--- config.mk ---
export PLATFORM = sky130hd
export DESIGN_NAME = multiplier_cp_v2
export DESIGN_NICKNAME = d
export VERILOG_FILES = /design/src/rtl/multiplier_pkg.sv /design/src/rtl/mult_cp_counter.sv /design/src/rtl/multiplier_cp_v2.sv
export SDC_FILE = /design/constraint.sdc
export NUM_CORES = 1
export LEC_CHECK = 0
export CAP_MARGIN = 20
export CORE_MARGIN = 10
export CORE_UTILIZATION = 25
export CTS_CLUSTER_DIAMETER = 150
export CTS_CLUSTER_SIZE = 40
export DETAILED_ROUTE_END_ITERATION = 16
export PLACE_DENSITY = 0.48
export SYNTH_ARGS = -nofsm -noshare
export SYNTH_HDL_FRONTEND = slang
export SYNTH_HIERARCHICAL = 1
export SYNTH_SLANG_ARGS = --single-unit
--- constraint.sdc ---
create_clock -name clk_i -period 2.4 [get_ports clk_i]
set_clock_uncertainty 0.2 [all_clocks]
set_input_delay 0.24 -clock clk_i [delete_from_list [all_inputs] [get_ports clk_i]]
set_output_delay 0.24 -clock clk_i [all_outputs]
set_load 0.02 [all_outputs]
--- src/rtl/multiplier_pkg.sv ---
// multiplier_pkg: shared encodings and parameter helpers for the chunked multiplier control path
package multiplier_pkg;
    typedef enum logic [3:0] {
        S_IDLE  = 4'b0001,
        S_MULT  = 4'b0010,
        S_DRAIN = 4'b0100,
        S_DONE  = 4'b1000
    } state_e;
    typedef enum logic [1:0] {
        OP_MUL    = 2'b00,
        OP_MULH   = 2'b01,
        OP_MULHSU = 2'b10,
        OP_MULHU  = 2'b11
    } op_e;
    function automatic int num_steps(input int xlen, input int chunk_w);
        return xlen / chunk_w;
    endfunction
    function automatic int sa_w(input int xlen, input int chunk_w);
        return $clog2(num_steps(xlen, chunk_w));
    endfunction
    function automatic bit params_ok(input int xlen, input int chunk_w, input int pipe_depth);
        return chunk_w > 0 && xlen % chunk_w == 0 && xlen / chunk_w >= 2 &&
               pipe_depth >= 0 && pipe_depth <= 7;
    endfunction
endpackage

--- src/rtl/mult_cp_counter.sv ---
// mult_cp_counter: up-counter 0..MAX with clear, enable and terminal count; wraps to 0 after MAX
module mult_cp_counter #(
    parameter int MAX = 3,
    localparam int W = MAX > 0 ? $clog2(MAX + 1) : 1
) (
    input  logic         clk_i,
    input  logic         rst_i,
    input  logic         clr_i,
    input  logic         en_i,
    output logic [W-1:0] cnt_o,
    output logic         tc_o
);
    logic [W-1:0] cnt_q, cnt_d;
    assign tc_o  = cnt_q == W'(MAX);
    assign cnt_o = cnt_q;
    always_comb cnt_d = clr_i ? '0 : !en_i ? cnt_q : tc_o ? '0 : cnt_q + W'(1);
    always_ff @(posedge clk_i) begin
        if (rst_i) cnt_q <= '0;
        else cnt_q <= cnt_d;
    end
endmodule

--- src/rtl/multiplier_cp_v2.sv ---
// multiplier_cp_v2: control path sequencing NUM_STEPS partial-product steps then PIPE_DEPTH drain cycles
module multiplier_cp_v2
    import multiplier_pkg::*;
#(
    parameter int XLEN = 32,
    parameter int CHUNK_W = 8,
    parameter int PIPE_DEPTH = 1,
    localparam int NUM_STEPS = num_steps(XLEN, CHUNK_W),
    localparam int SA_W = sa_w(XLEN, CHUNK_W)
) (
    input  logic            clk_i,
    input  logic            rst_i,
    input  logic            start_i,
    input  logic [1:0]      op_i,
    input  logic            stall_i,
    input  logic            flush_i,
    input  logic            ack_i,
    output logic            ready_o,
    output logic            busy_o,
    output logic            reg_A_en_o,
    output logic            reg_B_en_o,
    output logic            AC_clr_o,
    output logic            AC_en_o,
    output logic            en_pipe_o,
    output logic            mux_B_sel_o,
    output logic            rol_en_o,
    output logic [SA_W-1:0] shift_amount_o,
    output logic            sign_a_o,
    output logic            sign_b_o,
    output logic            hi_sel_o,
    output logic            done_o
);
    localparam int DR_MAX = PIPE_DEPTH > 0 ? PIPE_DEPTH - 1 : 0;
    localparam int DR_W = DR_MAX > 0 ? $clog2(DR_MAX + 1) : 1;
    if (!params_ok(XLEN, CHUNK_W, PIPE_DEPTH)) begin : g_bad_params
        $error("multiplier_cp_v2: illegal XLEN/CHUNK_W/PIPE_DEPTH combination");
    end
    state_e state_q, state_d;
    op_e op_q;
    logic run, accept, mult_en, drain_en, step_tc, drain_tc, active;
    logic [SA_W-1:0] step_q;
    logic [DR_W-1:0] drain_cnt_unused;
    logic [2:0] mode;
    assign run      = !stall_i && !flush_i;
    assign accept   = state_q == S_IDLE && start_i && run;
    assign mult_en  = state_q == S_MULT && run;
    assign drain_en = state_q == S_DRAIN && run;
    always_comb begin
        state_d = state_q;
        case (state_q)
            S_IDLE:  state_d = accept ? S_MULT : S_IDLE;
            S_MULT:  state_d = mult_en && step_tc ? (PIPE_DEPTH > 0 ? S_DRAIN : S_DONE) : S_MULT;
            S_DRAIN: state_d = drain_en && drain_tc ? S_DONE : S_DRAIN;
            S_DONE:  state_d = run && ack_i ? S_IDLE : S_DONE;
            default: state_d = S_IDLE;
        endcase
        if (flush_i) state_d = S_IDLE;
    end
    always_ff @(posedge clk_i) begin
        if (rst_i) begin
            state_q <= S_IDLE;
            op_q    <= OP_MUL;
        end else begin
            state_q <= state_d;
            if (accept) op_q <= op_e'(op_i);
        end
    end
    mult_cp_counter #(.MAX(NUM_STEPS - 1)) u_step (
        .clk_i (clk_i),
        .rst_i (rst_i),
        .clr_i (flush_i || accept),
        .en_i  (mult_en),
        .cnt_o (step_q),
        .tc_o  (step_tc)
    );
    mult_cp_counter #(.MAX(DR_MAX)) u_drain (
        .clk_i (clk_i),
        .rst_i (rst_i),
        .clr_i (flush_i),
        .en_i  (drain_en),
        .cnt_o (drain_cnt_unused),
        .tc_o  (drain_tc)
    );
    // mode bits are {sign_a, sign_b, hi_sel}
    always_comb mode = op_q == OP_MUL ? 3'b000 : op_q == OP_MULH ? 3'b111 :
                       op_q == OP_MULHSU ? 3'b101 : 3'b001;
    assign active         = state_q == S_MULT || state_q == S_DRAIN || state_q == S_DONE;
    assign {sign_a_o, sign_b_o, hi_sel_o} = active ? mode : 3'b000;
    assign ready_o        = state_q == S_IDLE;
    assign busy_o         = state_q == S_MULT || state_q == S_DRAIN;
    assign reg_A_en_o     = accept;
    assign AC_clr_o       = accept;
    assign reg_B_en_o     = accept || mult_en;
    assign AC_en_o        = mult_en;
    assign mux_B_sel_o    = mult_en;
    assign rol_en_o       = mult_en;
    assign en_pipe_o      = mult_en || drain_en;
    assign shift_amount_o = state_q == S_MULT ? step_q : '0;
    assign done_o         = state_q == S_DONE && !flush_i;
endmodule
==> out/metrics.cfg <==
[placement]
dp_hpwl_um = 1490
preCtsSetupSlack_ps = 88.4
dpl-instance-area_um2 = 940
place_congestion = 0.758
port-buffer-count = 22

[final_layout]
fin_area_um2 = 993
fin_util_pct = 40.1
fill_cells = 262
drive_gt1_share_pct = 25.0
fin_nets = 113
area_delta_synth_final_pct = 53.3
antenna_cells = 0

[critical_path]
cp.required_ps = 1960
reg2reg_depth = 5
ff2ff_setup_slack_ps = 270
arrival_ps = 1770
cp-start-kind = flip-flop
worstSetupPathType = reg2out
crit_path_end_kind = output pin
path_max_fanout = 4

[sta]
setup_viol = 0
hold_violations = 0
drv_slew = 0
rsz0062_at_grt = false
setup_tns_ps = 0
min_period_over_period_pct = 92.1
min_period_ps = 2210
clock.fmax_ghz = 0.452
fin_ws_ps = 189
relSlewSlack_pct = 67.6
tightest_slew_ps = 480

[synth]
syn_area_um2 = 648
synth.avg_cell_area_um2 = 9.00
synthesis.nets = 83
syn_inst = 72
synth_warnings = 6

[global_route]
grt_pass1_vias = 709
grt_max_degree = 9
grt_usage_pct = 7.42
gr-total-overflow = 0
antenna_found_initial = 0
grt_pass1_wl_um = 3160

[route]
drt_pass1_iterations = 4
routed_wl_um = 1830
drt_iter0_drc = 14
drcViolationCount = 0
antenna_left = 0
wl_per_cell_um = 14.1
routed_via_density = 5.03
num_vias = 654

[clocking]
insertion_delay_ps = 250
cts_buffers = 3
htreeDepth = 1
postCtsHoldBufs = 0
clockBufferDepth = 2
clkSlewWorstSetupHoldPaths_ps = 60
cts_tree = yes
clkSinkCount = 8
cts-root-buf = clkbuf_4

[power]
ir_worst_vdd_v = 0.000165
power.density_mw_per_mm2 = 300
leakage_nw = 0.526

[floorplan]
fp.dieH_um = 70.9
start_util_pct = 26.2
die_w_um = 70.9
die-area_mm2 = 0.00503
placementRows = 18
io_pins = 23
core_mm2 = 0.00248

[outcome]
status = complete, no violations

[min_path]
hold_class = reg2reg
hold_depth = 2

[run]
cap_violations = 0

==> routing by layer <==
| metal | vias to the layer above | global-route usage, % | wire length [µm] |
|---|---|---|---|
| met2 | 19 | 12.1 | 859 |
| met3 | 2 | 2.79 | 137 |
| met1 | 316 | 8.44 | 823 |
| met4 | 0 | 3.23 | 13 |
| met5 | - | 0 | 0 |
| li1 | 317 | - | - |
==> report_power, final <==
| part | total (W) | internal, W | switching, W |
|---|---|---|---|
| Sequential | 0.000136 | 0.000135 | 0.00000120 |
| Combinational | 0.0000577 | 0.0000296 | 0.0000281 |
| Clock | 0.000104 | 0.0000573 | 0.0000469 |
==> per-stage QoR <==
step | std cells | hold WS, ps | total power [W]
2_1_floorplan | 72 | 105 | 0.000165
3_3_place_gp | 126 | 318 | 0.000195
3_5_place_dp | 126 | 321 | 0.000196
4_1_cts | 130 | 331 | 0.000304
5_1_grt | 130 | 352 | 0.000317
6_report | 130 | 323 | 0.000298
==> critical path, cell delays in order, from the launching register on <==
cell and delay [ps]:
dfxtp_1 320, or4b_1 600, nor3_2 220, dlygate4sd2_1 370
==> final timing paths <==
path	start	to
worst max register to register	state_q[0]	u_step/cnt_o[0]
worst min-delay path	u_step/cnt_o[0]	u_step/cnt_o[0]
worst min register to register	u_step/cnt_o[0]	u_step/cnt_o[0]
worst max-delay path	state_q[0]	rol_en_o
==> repair_timing <==
action	in CTS	in global routing
gates resized for setup	7	8
pin swaps	1	0
setup buffers	1	0
setup endpoints to repair	9	5
==> registers in the layout, indices dropped and copies added (netlist names) <==
signal        count
u_step/cnt_o      2
state_q           4
op_q              2
==> layout by cell type, fill, tap and decap left out, types with 2 or more instances in the layout <==
cell type and count:
nor2b_1 2, a31o_2 2, and2_1 5, dlymetal6s2s_1 6
ha_1 3, clkbuf_4 3, nor2_1 3, nor4b_4 3
nor3_1 2, nand4_1 2, nand3_1 2, inv_1 3
dfxtp_1 8, buf_4 12, clkdlybuf4s50_1 9, dlygate4sd2_1 7
a21oi_1 3, a211oi_2 2
==> layout make-up <==
cell class / count / area, µm² / share of cell area [%]
Clock buffer: 3 / 22.5 / 2.27
Inverter: 3 / 11.3 / 1.13
Multi-Input combinational cell: 52 / 445 / 44.8
Sequential cell: 8 / 160 / 16.1
Tap cell: 30 / 37.5 / 3.78
Timing Repair Buffer: 34 / 317 / 31.9
No activity file was read; power rests on OpenSTA's default activity.
